===== src/rtl/alu_seq_unit.sv =====
// Clocked ALU: single-cycle logic/add/sub ops plus iterative shift-add multiply
// and restoring divide, with a start/busy/done handshake and registered flags.
module alu_seq_unit #(
  parameter int unsigned WIDTH = 8
) (
  input  logic             clk,
  input  logic             rst_n,
  input  logic             start,
  input  logic [2:0]       op,
  input  logic [WIDTH-1:0] a,
  input  logic [WIDTH-1:0] b,
  output logic             busy,
  output logic             done,
  output logic [WIDTH-1:0] result,
  output logic [WIDTH-1:0] result_hi,
  output logic             flag_z,
  output logic             flag_c,
  output logic             flag_dz
);

  localparam int unsigned CNT_W = $clog2(WIDTH) + 1;
  localparam int unsigned ACC_W = 2 * WIDTH;

  localparam logic [2:0] OP_ADD = 3'd0;
  localparam logic [2:0] OP_SUB = 3'd1;
  localparam logic [2:0] OP_AND = 3'd2;
  localparam logic [2:0] OP_OR  = 3'd3;
  localparam logic [2:0] OP_XOR = 3'd4;
  localparam logic [2:0] OP_NOT = 3'd5;
  localparam logic [2:0] OP_MUL = 3'd6;
  localparam logic [2:0] OP_DIV = 3'd7;

  typedef enum logic [1:0] {
    IDLE = 2'd0,
    ITER = 2'd1,
    FIN  = 2'd2
  } state_e;

  state_e             state_q, state_d;
  logic [CNT_W-1:0]   cnt_q, cnt_d;
  logic [ACC_W-1:0]   acc_q, acc_d;
  logic [WIDTH-1:0]   opnd_q, opnd_d;
  logic               is_div_q, is_div_d;
  logic               busy_q, busy_d;
  logic               done_q, done_d;
  logic [WIDTH-1:0]   result_q, result_d;
  logic [WIDTH-1:0]   result_hi_q, result_hi_d;
  logic               flag_z_q, flag_z_d;
  logic               flag_c_q, flag_c_d;
  logic               flag_dz_q, flag_dz_d;

  logic [WIDTH:0]     add_w, sub_w;
  logic [WIDTH:0]     mul_sum, div_sh, div_diff;
  logic [ACC_W-1:0]   mul_next, div_next;
  logic               alu_wr;
  logic [WIDTH-1:0]   alu_res, alu_hi;
  logic               alu_c, alu_dz;

  assign add_w = {1'b0, a} + {1'b0, b};
  assign sub_w = {1'b0, a} - {1'b0, b};

  // Multiply: acc = {partial_hi, multiplier}; add multiplicand when LSB set, then shift right.
  assign mul_sum  = {1'b0, acc_q[ACC_W-1:WIDTH]} + (acc_q[0] ? {1'b0, opnd_q} : (WIDTH + 1)'(0));
  assign mul_next = {mul_sum, acc_q[WIDTH-1:1]};

  // Divide: acc = {remainder, dividend/quotient}; shift left, subtract divisor if it fits.
  assign div_sh   = {acc_q[ACC_W-1:WIDTH], acc_q[WIDTH-1]};
  assign div_diff = div_sh - {1'b0, opnd_q};
  assign div_next = div_diff[WIDTH] ? {div_sh[WIDTH-1:0], acc_q[WIDTH-2:0], 1'b0}
                                    : {div_diff[WIDTH-1:0], acc_q[WIDTH-2:0], 1'b1};

  always_comb begin
    state_d     = state_q;
    cnt_d       = cnt_q;
    acc_d       = acc_q;
    opnd_d      = opnd_q;
    is_div_d    = is_div_q;
    busy_d      = busy_q;
    done_d      = 1'b0;
    result_d    = result_q;
    result_hi_d = result_hi_q;
    flag_z_d    = flag_z_q;
    flag_c_d    = flag_c_q;
    flag_dz_d   = flag_dz_q;
    alu_wr      = 1'b0;
    alu_res     = '0;
    alu_hi      = '0;
    alu_c       = 1'b0;
    alu_dz      = 1'b0;

    unique case (state_q)
      IDLE: begin
        if (start) begin
          unique case (op)
            OP_ADD: begin alu_wr = 1'b1; alu_res = add_w[WIDTH-1:0]; alu_c = add_w[WIDTH]; end
            OP_SUB: begin alu_wr = 1'b1; alu_res = sub_w[WIDTH-1:0]; alu_c = sub_w[WIDTH]; end
            OP_AND: begin alu_wr = 1'b1; alu_res = a & b; end
            OP_OR:  begin alu_wr = 1'b1; alu_res = a | b; end
            OP_XOR: begin alu_wr = 1'b1; alu_res = a ^ b; end
            OP_NOT: begin alu_wr = 1'b1; alu_res = ~a; end
            OP_MUL: begin
              acc_d    = {WIDTH'(0), b};
              opnd_d   = a;
              is_div_d = 1'b0;
              cnt_d    = CNT_W'(WIDTH);
              busy_d   = 1'b1;
              state_d  = ITER;
            end
            OP_DIV: begin
              if (b == '0) begin
                // Divide by zero completes immediately with a saturated quotient.
                alu_wr  = 1'b1;
                alu_res = '1;
                alu_hi  = a;
                alu_dz  = 1'b1;
              end else begin
                acc_d    = {WIDTH'(0), a};
                opnd_d   = b;
                is_div_d = 1'b1;
                cnt_d    = CNT_W'(WIDTH);
                busy_d   = 1'b1;
                state_d  = ITER;
              end
            end
            default: ;
          endcase
        end
      end
      ITER: begin
        acc_d = is_div_q ? div_next : mul_next;
        cnt_d = cnt_q - CNT_W'(1);
        if (cnt_q == CNT_W'(1)) state_d = FIN;
      end
      FIN: begin
        result_d    = acc_q[WIDTH-1:0];
        result_hi_d = acc_q[ACC_W-1:WIDTH];
        flag_z_d    = (acc_q[WIDTH-1:0] == '0);
        flag_c_d    = !is_div_q && (acc_q[ACC_W-1:WIDTH] != '0);
        flag_dz_d   = 1'b0;
        done_d      = 1'b1;
        busy_d      = 1'b0;
        state_d     = IDLE;
      end
      default: state_d = IDLE;
    endcase

    if (alu_wr) begin
      result_d    = alu_res;
      result_hi_d = alu_hi;
      flag_z_d    = (alu_res == '0) && !alu_dz;
      flag_c_d    = alu_c;
      flag_dz_d   = alu_dz;
      done_d      = 1'b1;
    end
  end

  always_ff @(posedge clk or negedge rst_n) begin
    if (!rst_n) begin
      state_q     <= IDLE;
      cnt_q       <= '0;
      acc_q       <= '0;
      opnd_q      <= '0;
      is_div_q    <= 1'b0;
      busy_q      <= 1'b0;
      done_q      <= 1'b0;
      result_q    <= '0;
      result_hi_q <= '0;
      flag_z_q    <= 1'b0;
      flag_c_q    <= 1'b0;
      flag_dz_q   <= 1'b0;
    end else begin
      state_q     <= state_d;
      cnt_q       <= cnt_d;
      acc_q       <= acc_d;
      opnd_q      <= opnd_d;
      is_div_q    <= is_div_d;
      busy_q      <= busy_d;
      done_q      <= done_d;
      result_q    <= result_d;
      result_hi_q <= result_hi_d;
      flag_z_q    <= flag_z_d;
      flag_c_q    <= flag_c_d;
      flag_dz_q   <= flag_dz_d;
    end
  end

  assign busy      = busy_q;
  assign done      = done_q;
  assign result    = result_q;
  assign result_hi = result_hi_q;
  assign flag_z    = flag_z_q;
  assign flag_c    = flag_c_q;
  assign flag_dz   = flag_dz_q;

endmodule


===== config.mk =====
export PLATFORM = sky130hd
export DESIGN_NAME = alu_seq_unit
export DESIGN_NICKNAME = d
export VERILOG_FILES = /design/src/rtl/alu_seq_unit.sv
export SDC_FILE = /design/constraint.sdc
export NUM_CORES = 1
export LEC_CHECK = 0
export BUFFER_PORTS_ARGS = -buffer_cell sky130_fd_sc_hd__buf_2
export CAP_MARGIN = 40
export CORE_ASPECT_RATIO = 0.7
export CORE_MARGIN = 2
export CORE_UTILIZATION = 44
export CTS_CLUSTER_SIZE = 10
export DETAILED_ROUTE_END_ITERATION = 6
export HOLD_SLACK_MARGIN = 0.1
export PLACE_DENSITY = 0.6
export SKIP_CTS_REPAIR_TIMING = 1
export SLEW_MARGIN = 5
export SYNTH_ARGS = -nofsm -noshare
export SYNTH_HDL_FRONTEND = slang
export SYNTH_SLANG_ARGS = --single-unit

===== constraint.sdc =====
create_clock -name clk -period 5.42 [get_ports clk]
set_input_delay 0.542 -clock clk [delete_from_list [all_inputs] [get_ports clk]]
set_output_delay 0.542 -clock clk [all_outputs]
set_load 0.01 [all_outputs]

; Word level (Yosys, flattened, before mapping)
; Index checks and enable logic that the tools add are counted.
; Widths: inputs -> output; s select.
[classes]
n_bitwise = 4
reduce_logical = 19
muxes = 53
n_eq_ne = 15
addsub = 5
[ops]
columns = cell, n
row1 = $mux 8, 13
row2 = $mux 16, 4
row3 = $pmux 16 s2, 2
row4 = $pmux 8 s7, 1
row5 = $logic_not 8->1, 3
row6 = $add 8x8->9, 2
row7 = $mux 1, 18
row8 = $pmux 4 s2, 2
row9 = $pmux 8 s2, 1
row10 = $reduce_and 4->1, 4
row11 = $eq 3x3->1 const B, 4
row12 = $pmux 1 s2, 5
row13 = $sub 8x8->9, 1
row14 = $sub 9x8->9, 1
row15 = $and 8x8->8, 1
row16 = $mux 4, 2
row17 = $not 8->8, 1
row18 = $or 8x8->8, 1
row19 = $pmux 2 s2, 2
row20 = $reduce_bool 2->1, 4
row21 = $reduce_bool 8->1, 1
row22 = $xor 8x8->8, 1
row23 = $eq 3x2->1 const B, 2
row24 = $mux 2, 3
row25 = 13 further kinds, 17
[totals]
in_bits = 22
reg_bits = 52

; Longest topological paths before layout
; Gate-level depths: netlist of run 1.
[logic_depth]
depth_word = 8
depth_mapped = 11

; Least setup slack after synthesis of run 1
; OpenSTA, ideal clock, no wires.
[synth_path]
path_kind = reg-to-reg
from = reg acc_q[7]
to = reg acc_q[8]
setup_time_ns = 0.077
stages_incl_launch_ff = 12
t_arrival_ns = 2.687
slack_ns = 2.656
synth_period_minus_slack_ns = 2.764
path_buffers = 0
cell_sequence = dfrtp_1 inv_1 ha_1 inv_1 fa_1 a21o_1 a21o_1 a2111oi_4 o21bai_2 xnor2_4 mux2_2 o21ai_1
[synth_via]
elab_chain_cells = 4
[synth_rtl]
columns = element, line_no
row1 = start: declaration, 41  ; logic [ACC_W-1:0] acc_q, acc_d;
row2 = start signal: assignment, 161  ; acc_q <= '0;
row3 = start signal: assignment, 174  ; acc_q <= acc_d;
row4 = $sub 9x8->9, 68  ; assign div_diff = div_sh - {1'b0, opnd_q};
row5 = $mux 16 (*), 69  ; assign div_next = div_diff[WIDTH] ? {div_sh[WIDTH-1:0], acc_q[WIDTH-2:0], 1'b0}
row6 = $mux 16 (*), 130  ; acc_d = is_div_q ? div_next : mul_next;
row7 = $pmux 16 s2 (*), 91  ; unique case (state_q)
; Every way passes the cells marked *; elsewhere a longest branch is shown, timed or not.
; A chain may end at the register's enable or synchronous reset.

; Final worst setup path of run 1
; Same ends and word-level chain as after synthesis.

==> results of run 1 <==
[per-stage QoR]
stage | total power [mW] | hold WS (ns)
6_report | 2.25 | 0.365
5_1_grt | 2.43 | 0.420
4_1_cts | 2.24 | 0.388
3_5_place_dp | 1.91 | 0.483
3_3_place_gp | 1.88 | 0.462
2_1_floorplan | 1.58 | 0.246
[worst min path at each step]
stage	end	slack, ns
6_report	acc_q[3]$_DFFE_PN0P_	0.37
5_1_grt	cnt_q[2]$_DFFE_PN0P_	0.42
4_1_cts	cnt_q[0]$_DFFE_PN0P_	0.39
3_5_place_dp	result_hi[7]$_DFFE_PN0P_	0.48
3_3_place_gp	flag_dz$_DFFE_PN0P_	0.46
2_1_floorplan	acc_q[0]$_DFFE_PN0P_	0.25
[Yosys cell counts, types with 3 or more instances]
cell type / instances
sky130_fd_sc_hd__and2_1: 12
sky130_fd_sc_hd__mux2i_1: 16
sky130_fd_sc_hd__fa_1: 4
sky130_fd_sc_hd__a21oi_1: 41
sky130_fd_sc_hd__o31ai_1: 5
sky130_fd_sc_hd__xnor2_1: 12
sky130_fd_sc_hd__nand3_1: 4
sky130_fd_sc_hd__o21ai_1: 3
sky130_fd_sc_hd__a221o_1: 9
sky130_fd_sc_hd__o221ai_1: 8
sky130_fd_sc_hd__o211ai_1: 9
sky130_fd_sc_hd__a21o_1: 8
sky130_fd_sc_hd__nor2b_1: 8
sky130_fd_sc_hd__o21ai_0: 39
sky130_fd_sc_hd__dfrtp_1: 52
sky130_fd_sc_hd__or3_1: 3
sky130_fd_sc_hd__nor4_1: 8
sky130_fd_sc_hd__mux2_2: 9
sky130_fd_sc_hd__a211oi_1: 15
sky130_fd_sc_hd__clkbuf_1: 18
sky130_fd_sc_hd__a22oi_1: 6
sky130_fd_sc_hd__xor2_1: 8
sky130_fd_sc_hd__nand2b_1: 8
sky130_fd_sc_hd__o21a_1: 4
sky130_fd_sc_hd__buf_2: 7
sky130_fd_sc_hd__nand2_1: 43
sky130_fd_sc_hd__ha_1: 42
sky130_fd_sc_hd__and3_1: 3
sky130_fd_sc_hd__nor2_1: 44
sky130_fd_sc_hd__inv_1: 37
sky130_fd_sc_hd__nor3_1: 8
[routing by layer]
layer | routed length [um] | vias up | share of wire, % | track usage (%)
li1 | - | 1966 | - | -
met1 | 6890 | 1940 | 52 | 38.5
met2 | 5370 | 156 | 40 | 36.2
met3 | 1010 | 9 | 7.6 | 4.55
met4 | 79 | 0 | 0.59 | 4.14
met5 | 0 | - | 0 | 0
[area by class of cell]
| cell class | count | area [um^2] |
|---|---|---|
| well taps | 128 | 160 |
| inverters | 38 | 143 |
| repair buffers | 46 | 248 |
| fillers | 945 | 4890 |
| clock buffers | 6 | 129 |
| flip-flops and latches | 52 | 1300 |
| multi-input cells | 413 | 2980 |
| clock inverters | 2 | 16.3 |
[registers in the layout, indices dropped and copies added (netlist names)]
register and count:
acc_q 16, opnd_q 8, result 8, result_hi 8, cnt_q 4, state_q 2
busy 1, done 1, flag_c 1, flag_dz 1, flag_z 1, is_div_q 1
[cell families (layout without fill, tap and decap cells)]
| logic type | count (synthesis) | in the layout | synth area share (%) |
|---|---|---|---|
| AO/OA/AOI/OAI | 170 | 170 | 25.7 |
| XOR/XNOR | 21 | 21 | 4.47 |
| adder cells (fa/ha/maj) | 46 | 46 | 13.3 |
| buffers and inverters | 65 | 92 | 5.60 |
| flip-flops | 52 | 52 | 28.7 |
| multiplexers | 25 | 25 | 5.76 |
| AND/OR/NAND/NOR | 151 | 151 | 16.4 |
[where the power goes]
group	leakage (nW)	internal [mW]	total [mW]	switching, mW
Sequential	0.641	0.541	0.728	0.187
Clock	0.0671	0.173	0.328	0.155
Combinational	1.70	0.529	1.19	0.661
==> results.txt, run 1 <==
* Syn-to-layout area delta: 9.74%
- The flow ran to the end, and the final reports show no timing, DRC or antenna violations.
- Clock tree synthesis inserted a total of 5 buffers.
- Power per cell area: 451 nW/um^2
- In this run, synthesis inferred 0 flip-flops with an integrated enable.
- Count of warnings emitted by yosys: 0
- For this run, the number of standard cells in the final layout without fillers is 685.
* Clk pin slew, worst setup/hold paths: around 0.080 ns
- Layout net count: 624
- R2R Path Start: acc_q[7]$_DFFE_PN0P_
- Following the worst setup path forward leads to its endpoint at acc_q[8]$_DFFE_PN0P_.
- From bottom edge to top edge, the die measures 89.0 um.
- Area after DPL: 4830 um^2
* Longest individual stage delay on the worst path: slightly above 0.4 ns
- Maximum count of clock buffers along a single path: 2
- The max-slew violation count is 0.
- Netlist cell types: between 60 and 70
- Counting both buffers and inverters, the worst setup path holds a total of 2.
- After routing the design area is approximately 5000 um^2.
* Synthesized area: 4540 um^2
* First DRT Iteration DRCs: 474
* Post-DRT Antenna Nets: 0
- Headroom to the max-slew limit came out at 46.9%.
- Largest net degree at the start of global routing: 53
- Asr flop ratio synth: 100%
- The die covers 11200 um^2.
* DR vias: between 4000 and 5000
- Data arrives at the worst endpoint at 3.26 ns.
* Worst-path cell with the longest stage delay: sky130_fd_sc_hd__dfrtp_1
* Endpoint of the lowest-slack register-to-register path: acc_q[8]$_DFFE_PN0P_
* Final Cycle Share: ~56%
- Critical path class: reg -> reg
* Worst EP required: between 5 and 6 ns
* Clock sink total: between 50 and 60
* Clock tree root driver cell: sky130_fd_sc_hd__clkbuf_16
- Detailed placement finished with a half-perimeter wire length of 10300 um.
- Aggregate global routing overflow: 0
* Worst setup SP type: flip-flop
* Core area: between 9000 and 10000 um^2
- TritonCTS built the clock tree.
* Main area contributors after synthesis: sky130_fd_sc_hd__dfrtp_1 29%, sky130_fd_sc_hd__ha_1 12%, sky130_fd_sc_hd__a21oi_1 4.5%
- Final setup viols: 0
- Across all register-to-register paths, the minimum setup slack is 2.38 ns.
- The number of nets in the synthesized netlist is 598.
- Setup clock skew after layout: 0.00745 ns
- Of all nets on the critical path, the largest fanout is 10.
- Floorplan row count: 30
- Clock period minus worst slack: 3.04 ns
- Post-synthesis instance total: 530
- The number of global-route vias before repair is approximately 3900.
- WL final: around 13000 um
* Area share of the largest cell type after synthesis: 28.7%
- Measured on the finished design, the core utilization comes to 50.4%.
- Minimum setup slack after placement: ~2.3 ns
- Measured slew at the worst slew-check pin: 0.796 ns
- The worst setup path is captured at a flip-flop.
- Prevailing post-synth register cell: sky130_fd_sc_hd__dfrtp_1
- After detailed placement, the design holds a cell count of 677.
- The first global-routing pass estimated 21600 um of wire.
- The repair_antennas step left the layout with diodes totalling 0.
- Vias per cell: ~6
- Across all setup checks in the final design, the least slack found is 2.38 ns.
* Avg Cell Area, Syn: 8.56 um^2
- After detailed routing, the number of remaining DRC violations is 0.
* Global Route Usage Sum: 24.8%
- Maximum level of the CTS H-tree: 2
- Number of synthesized register bits: 52
- At the later pin of the worst-skew pair, clock insertion delay measures around 0.30 ns.
- The die is 125 um wide.
- Worst path depth: 11
- Measured in cells, the most critical reg-to-reg path has a length of 11.
* First-pass iteration count of the detailed router: 5
* Yosys top cell by area: sky130_fd_sc_hd__dfrtp_1
* Buffers added on ports: 42
- The post-route netlist has 13.6% of its cells at a drive strength greater than 1.
* Worst-path cell chain: inv_1 > ha_1 > inv_1 > fa_1 > a21o_1 > a21o_1 > a2111oi_4 > o21bai_2 > xnor2_4 > mux2_2 > o21ai_1
- Max VDD drop: 158 uV
- The library cell used most frequently in the layout, excluding fill and tap cells, is sky130_fd_sc_hd__dfrtp_1.
- Launching element of the worst setup path: acc_q[7]$_DFFE_PN0P_
- The congestion estimate from routability-driven global placement came to approximately 0.96.
- For this configuration, the core starts out at a cell density of 46.0%.
- Number of max-capacitance violations reported: 0
- Static timing analysis puts the maximum clock frequency at 329 MHz.
* I/O pin cnt: 43
- Critical path's top delay family: compound AO/OA/AOI/OAI gates
- Commonest cells after routing, fill and taps aside: 52 x sky130_fd_sc_hd__dfrtp_1, 44 x sky130_fd_sc_hd__nor2_1, 43 x sky130_fd_sc_hd__nand2_1, 42 x sky130_fd_sc_hd__ha_1, 42 x sky130_fd_sc_hd__buf_2
- Path class of the lowest-slack min-delay path: in -> async
- Leakage dissipation: between 2 and 2.5 nW
- Initial antenna violation count: 0
- Total negative setup slack: 0 ns
- Seq/Total Area, Yosys: 28.7%
- Routed len/inst: 19.5 um
- Final number of hold-violating endpoints: 0
- Unrepaired setup endpoints after global routing: false
No activity file was read; power rests on OpenSTA's default activity.
==> run 2: changes to the inputs <==
--- a/config.mk
+++ b/config.mk
@@ -13,7 +13,7 @@
 export CTS_CLUSTER_SIZE = 10
 export DETAILED_ROUTE_END_ITERATION = 6
 export HOLD_SLACK_MARGIN = 0.1
-export PLACE_DENSITY = 0.6
+export PLACE_DENSITY = 0.63
 export SKIP_CTS_REPAIR_TIMING = 1
 export SLEW_MARGIN = 5
 export SYNTH_ARGS = -nofsm -noshare
==> constraint.sdc (replaced) <==
create_clock -name clk -period 2.45 [get_ports clk]
set_input_delay 0.245 -clock clk [delete_from_list [all_inputs] [get_ports clk]]
set_output_delay 0.245 -clock clk [all_outputs]
set_load 0.01 [all_outputs]
==> results.txt, run 2 (synthesis results as in run 1) <==
- Critical Path Fanout Max: 5
- The initial utilization of the core area, before any placement, comes to 46.0%.
- Worst-path cell chain: inv_2 > ha_4 > inv_2 > fa_2 > a21o_1 > a21o_1 > a2111oi_4 > o21bai_2 > xnor2_4 > buf_6 > buf_6 > a222oi_1 > o31ai_1
- Cell internal power was estimated by the tool at 3.21 mW.
* Vias per cell: 5.78
- WL final: 14600 um
* Worst skew pair latency: 0.30 ns
- The number of global-route vias before repair is 4260.
- In this run the critical register-to-register path is captured at acc_q[13]$_DFFE_PN0P_.
- The initialized floorplan defines 30 standard-cell rows.
- Dividing total power by cell area gives a power density of 983 nW/um^2.
* Largest register by flop count: acc_q
* Hold path startpoint: a[5]
* Setup clock skew after layout: 0.00594 ns
* Placed Cells incl. Taps: 759
- Initial antenna violation count: 0
- Max VDD drop: ~570 uV
* R2R Path Start: acc_q[7]$_DFFE_PN0P_
* Worst slew margin: 44.0%
- Final-layout fill cell count: between 900 and 1000
* Number of max-slew violations in the final report: 0
* Total power: 5.64 mW
- 0 antenna diodes ended up in the layout.
- The hold violation count in the final report came to 0.
- Status: finished, violations left
- Buffers placed on the I/O ports in this run total 42.
* Number of max-capacitance violations reported: 0
- Worst path bufs/invs: 4
- Final Cycle Share: 115%
- Sequential share of power: 27.4%
* TritonCTS clock tree: yes
- Worst setup SP type: flip-flop
* Maximum frequency from static timing analysis: 355 MHz
- Entering global routing, the biggest net connects 27 pins.
* Aggregate global routing overflow: 0
* Path class of the lowest-slack min-delay path: in -> reg
- Clock sink total: 52
- Summing all placed instances gives a cell area of 5490 um^2.
* Launching element of the worst setup path: acc_q[7]$_DFFE_PN0P_
- In the routed design, unresolved DRC markers number 0.
* First-pass iteration count of the detailed router: 5
- Commonest cells after routing, fill and taps aside: 92 x sky130_fd_sc_hd__buf_4, 52 x sky130_fd_sc_hd__dfrtp_1, 44 x sky130_fd_sc_hd__nor2_1, 43 x sky130_fd_sc_hd__nand2_1, 42 x sky130_fd_sc_hd__buf_2
* R2r setup slk: -0.37 ns
* Setup slack of the critical path after layout: -0.367 ns
* Final Wtd Congestion: 0.898
- Relative to the synthesized area, the layout overhead comes to 26.6%.
- Of the cells placed in the final design, the portion with a size suffix greater than 1 is 26.9%.
- Setup violations remaining at the end of the flow were counted as 9.
- Design Area, Final: between 5000 and 6000 um^2
- Die extent in y: 89.0 um
* Clock tree root driver cell: sky130_fd_sc_hd__clkbuf_16
- Unrepaired setup endpoints after global routing: true
* Clock group share of total power: a little over an eighth
- I/O pin cnt: 43
- Sw Pwr: ~2.4 mW
- The number of cells on the worst reg-to-reg path is 13.
- STA classifies the critical path endpoint as a flip-flop.
- CTS buffer count: 5
- Across every metal layer, demand over resource in global routing totals 26.2%.
- Critical path class: reg -> reg
- Longest individual stage delay on the worst path: approximately 0.4 ns
- The largest individual stage delay along the critical path comes from the cell sky130_fd_sc_hd__dfrtp_1.
- Violations in the final reports: negative setup slack
- Clock period minus worst slack: around 2.8 ns
* Commonest non-fill, non-tap cell in the layout: sky130_fd_sc_hd__buf_4
- OpenSTA, run right after detailed placement, puts the worst setup slack at -0.380 ns.
- Half-perimeter wire length after detailed placement: 11400 um
* DR vias: 4500
* Clk pin slew, worst setup/hold paths: about 0.070 ns
- Core area: 9870 um^2
- First DRT Iteration DRCs: 441
- Number of stages on the worst hold path: 3
* Arrival time of data at the critical path endpoint: ~3.0 ns
- At the pin with the least slew margin, the transition time is around 0.84 ns.
* Layout net count: just over 700
- Maximum level of the CTS H-tree: 2
- From left edge to right edge, the die measures 125 um.
* Wire length of the first global-routing pass: 23000 um
- The detail route stage leaves a number of antenna-violating nets equal to 0.
- The register with the most flip-flops in the layout has 16 of them.
- The kind of cell with the highest combined delay along the critical path is compound AO/OA/AOI/OAI gates.
- Per report_power, the combinational group accounts for 59.6% of the total.
- Count of non-filler cells in the finished layout: between 700 and 800
- Net switching is between 40% and 50% of the power.
- Die Outline Area: 11200 um^2
- Hold EP: result_hi[5]$_DFFE_PN0P_
- Leakage dissipation: between 2 and 3 nW
- Worst EP required: 2.63 ns
- Dividing the detail-routed wire length by the instance count gives 18.7 um.
- Counting along the longest clock path gives a buffer depth of 2.
run 2: cell types whose count changed in the layout (fill, tap and decap cells not counted), sizes merged:
cell and change:
buf +93, clkinvlp -1, dlygate4sd3 +1, inv +1
run 2: layer usage:
layer | global-route usage (%) | vias to the layer above | routed length (um)
met5 | 0 | - | 0
met3 | 6.04 | 17 | 1030
met1 | 39.3 | 2167 | 7360
met4 | 6.06 | 0 | 153
li1 | - | 2155 | -
met2 | 38.2 | 161 | 6050
run 2: how the worst max path moves through the flow:
stage / slack, ns / endpoint / cells past startpoint
floorplan: -0.17 / acc_q[8]$_DFFE_PN0P_ / 11
global placement: -0.26 / acc_q[8]$_DFFE_PN0P_ / 11
detailed placement: -0.38 / acc_q[8]$_DFFE_PN0P_ / 11
CTS: -0.41 / acc_q[8]$_DFFE_PN0P_ / 11
global route: -0.48 / acc_q[0]$_DFFE_PN0P_ / 13
finish: -0.37 / acc_q[13]$_DFFE_PN0P_ / 13
run 2: final cells by class:
cell class                      count  area [um^2]  area share [%]
Timing Repair Buffer              140          985            17.1
Clock inverter                      2         13.8           0.240
Clock buffer                        6          129            2.24
Inverter                           38          143            2.48
Multi-Input combinational cell    413         3010            52.4
Tap cell                          128          160            2.79
Sequential cell                    52         1300            22.7
run 2: per-stage QoR:
stage	utilization [%]	setup TNS [ns]	hold slack, ns
global placement	55.6	-1.70	0.0491
floorplan	-	-0.714	-0.0506
finish	58.2	-2.72	0.247
CTS	57.0	-2.63	-0.269
detailed placement	55.6	-2.85	0.0514
global route	58.2	-3.66	0.258
run 2: power by group through the flow:
stage               logic (mW)  clock network (mW)  registers, mW
floorplan                 2.03                   0           1.50
CTS                       3.10               0.733           1.53
detailed placement        3.08                   0           1.55
global route              3.71               0.773           1.58
finish                    3.37               0.734           1.54
global placement          3.01                   0           1.52
run 2: worst register-to-register path: cells and delay by family, from the launching register on:
| family | cells | cell delay [ns] |
|---|---|---|
| DFF | 1 | 0.40 |
| adders and majority gates | 2 | 0.48 |
| xor gates and xnor gates | 1 | 0.18 |
| buffers and inverters | 4 | 0.41 |
| AOI/OAI and AO/OA | 6 | 1.23 |
==> run 3: changes to the inputs <==
--- a/config.mk
+++ b/config.mk
@@ -13,7 +13,8 @@
 export CTS_CLUSTER_SIZE = 10
 export DETAILED_ROUTE_END_ITERATION = 6
 export HOLD_SLACK_MARGIN = 0.1
-export PLACE_DENSITY = 0.63
+export PLACE_DENSITY = 0.72
+export REMOVE_ABC_BUFFERS = 1
 export SKIP_CTS_REPAIR_TIMING = 1
 export SLEW_MARGIN = 5
 export SYNTH_ARGS = -nofsm -noshare
==> results.txt, run 3 (synthesis results as in run 1) <==
- Final number of hold-violating endpoints: 0
* Global Route Usage Sum: 25.8%
- The smallest clock period supported by the final layout is computed as about 2.8 ns.
- Worst skew pair latency: 0.30 ns
* Final Wtd Congestion: 0.958
- For the worst setup path, the data required time is 2.67 ns.
* Largest net degree at the start of global routing: 24
- Leaving out fill and tap cells, the most frequent cells in the layout are 73 x sky130_fd_sc_hd__buf_4, 52 x sky130_fd_sc_hd__dfrtp_1, 44 x sky130_fd_sc_hd__nor2_1, 43 x sky130_fd_sc_hd__nand2_1, 42 x sky130_fd_sc_hd__buf_2.
- Setup repair after global routing could not meet its margin everywhere.
- The setup path with the least slack is of type reg -> reg.
- Across the VDD grid, the largest voltage drop is 549 uV.
* Width of the die: 125 um
- Summed over all nets, the half-perimeter wirelength after detailed placement is 11200 um.
- From synthesis to final layout, the design area changed by 24.3%.
* Endpoint of the lowest-slack register-to-register path: acc_q[8]$_DFFE_PN0P_
- Total negative setup slack: -2.36 ns
* Maximum frequency from static timing analysis: 363 MHz
- The floorplan has 30 rows.
- The number of global-route vias before repair came to around 4200.
* Layout cell share with drive strength beyond 1: between 20% and 30%
- First DRT Iteration DRCs: about 520
* Worst slew margin: 47.8%
- After filler insertion, the fill cell instance count of the layout stands at 892.
- Measured slew at the worst slew-check pin: 0.783 ns
- The longest clock path from root to sink contains 2 buffers.
* Total power: 5.61 mW
- Wire length of the first global-routing pass: 22600 um
* Hold path startpoint: a[3]
- The worst setup path is launched from a flip-flop.
* Clock tree root driver cell: sky130_fd_sc_hd__clkbuf_16
* Path class of the lowest-slack min-delay path: in -> reg
- The startpoint identified for the worst register-to-register timing path is acc_q[7]$_DFFE_PN0P_.
- For this run, the detailed router's first-pass iteration total came to 5.
* Placed Cells incl. Taps: 749
- At the end of the flow, the number of nets in the layout was 699.
- Routed len/inst: 18.6 um
* Register-to-Register Path Depth: 11
- Count of non-filler cells in the finished layout: between 700 and 800
- Arrival time of data at the critical path endpoint: 2.98 ns
- The clock arrives with 0.00606 ns of skew.
* Number of max-capacitance violations reported: 0
* Leakage dissipation: 2.80 nW
* Drt drc: 0
- Setup slack on the worst reg-to-reg path comes out at -0.31 ns.
- Setup slack of the critical path after layout: -0.306 ns
* Hold EP: result_hi[3]$_DFFE_PN0P_
- Initial antenna violation count: 1
* Critical Path Fanout Max: 6
* I/O pin cnt: 43
- Setup violations remaining at the end of the flow were counted as 9.
- Commonest non-fill, non-tap cell in the layout: sky130_fd_sc_hd__buf_4
* Initial standard-cell utilization of the core: between 40% and 50%
- TritonCTS built the clock tree.
- After clock tree synthesis, the clock-pin slew on the worst setup and hold paths is 0.07 ns.
- Final Cycle Share: 112%
- Counting the buffers created by CTS gives 5.
* Violations in the final reports: negative setup slack
- Number of flip-flops in the largest register: 16
* Post-DRT Antenna Nets: 0
* Aggregate global routing overflow: 0
- Buffers added on ports: 42
- Ranked by flip-flop count, first place goes to acc_q.
- The max-slew violation count came to 0.
- Dividing the detail-routed via count by the number of cells gives 5.96.
- For this design the ratio of total power to cell area is 994 nW/um^2.
- In this run the vertical extent of the chip is 89.0 um.
- Category of the worst setup path capture point: flip-flop
- The H-tree generated during clock tree synthesis spans 2 levels.
- Die Outline Area: 11200 um^2
* Clock sink total: 52
* Status: finished, violations left
- DR vias: roughly 4500
* Core area: 9870 um^2
- WL final: around 14000 um
- Along the worst hold path, the cell count comes to 3.
-- run 3: worst max path at each step --
| stage | endpoint | cells after the start | slack, ns | from |
|---|---|---|---|---|
| 6_report | acc_q[8]$_DFFE_PN0P_ | 11 | -0.31 | acc_q[7]$_DFFE_PN0P_ |
| 5_1_grt | acc_q[11]$_DFFE_PN0P_ | 12 | -0.40 | acc_q[7]$_DFFE_PN0P_ |
| 4_1_cts | acc_q[12]$_DFFE_PN0P_ | 12 | -0.44 | acc_q[7]$_DFFE_PN0P_ |
| 3_5_place_dp | acc_q[10]$_DFFE_PN0P_ | 12 | -0.39 | acc_q[7]$_DFFE_PN0P_ |
| 3_3_place_gp | acc_q[12]$_DFFE_PN0P_ | 12 | -0.30 | acc_q[7]$_DFFE_PN0P_ |
| 2_1_floorplan | acc_q[8]$_DFFE_PN0P_ | 11 | -0.31 | acc_q[7]$_DFFE_PN0P_ |
-- run 3: layer usage --
layer	vias up	global-route usage [%]	wire (um)
met4	0	2.93	52
met2	243	36.7	5590
li1	2116	-	-
met3	7	5.33	1420
met1	2168	41.2	7080
met5	-	0	0
-- run 3: area by class of cell --
| class | count | area (um^2) | area share, % |
|---|---|---|---|
| inverters | 38 | 143 | 2.53 |
| repair buffers | 121 | 858 | 15.2 |
| clock inverters | 2 | 38.8 | 0.688 |
| well taps | 128 | 160 | 2.84 |
| diodes | 1 | 2.50 | 0.0444 |
| flip-flops and latches | 52 | 1300 | 23.1 |
| clock buffers | 6 | 129 | 2.28 |
| multi-input cells | 413 | 3010 | 53.3 |
-- run 3: critical path: stages, from the launching register on --
cell	delay [ns]
sky130_fd_sc_hd__dfrtp_1	0.39
sky130_fd_sc_hd__inv_2	0.09
sky130_fd_sc_hd__ha_4	0.13
sky130_fd_sc_hd__inv_2	0.04
sky130_fd_sc_hd__fa_2	0.35
sky130_fd_sc_hd__a21o_1	0.19
sky130_fd_sc_hd__a21o_1	0.19
sky130_fd_sc_hd__a2111oi_4	0.33
sky130_fd_sc_hd__o21bai_2	0.17
sky130_fd_sc_hd__xnor2_4	0.31
sky130_fd_sc_hd__mux2_2	0.37
sky130_fd_sc_hd__o21ai_1	0.11
-- run 3: stage by stage --
stage / cell area, um^2 / hold slack, ns / setup WS, ns / utilization (%)
floorplan: 4430 / -0.0506 / -0.315 / -
global placement: 5380 / 0.419 / -0.298 / 54.5
detailed placement: 5410 / 0.229 / -0.391 / 54.8
CTS: 5580 / -0.0875 / -0.442 / 56.5
global route: 5640 / 0.241 / -0.401 / 57.1
finish: 5640 / 0.236 / -0.306 / 57.1
-- run 3: power breakdown --
group | switching, mW | internal (mW)
Clock | 0.336 | 0.487
Sequential | 0.374 | 1.20
Combinational | 1.70 | 1.51
Total | 2.41 | 3.20
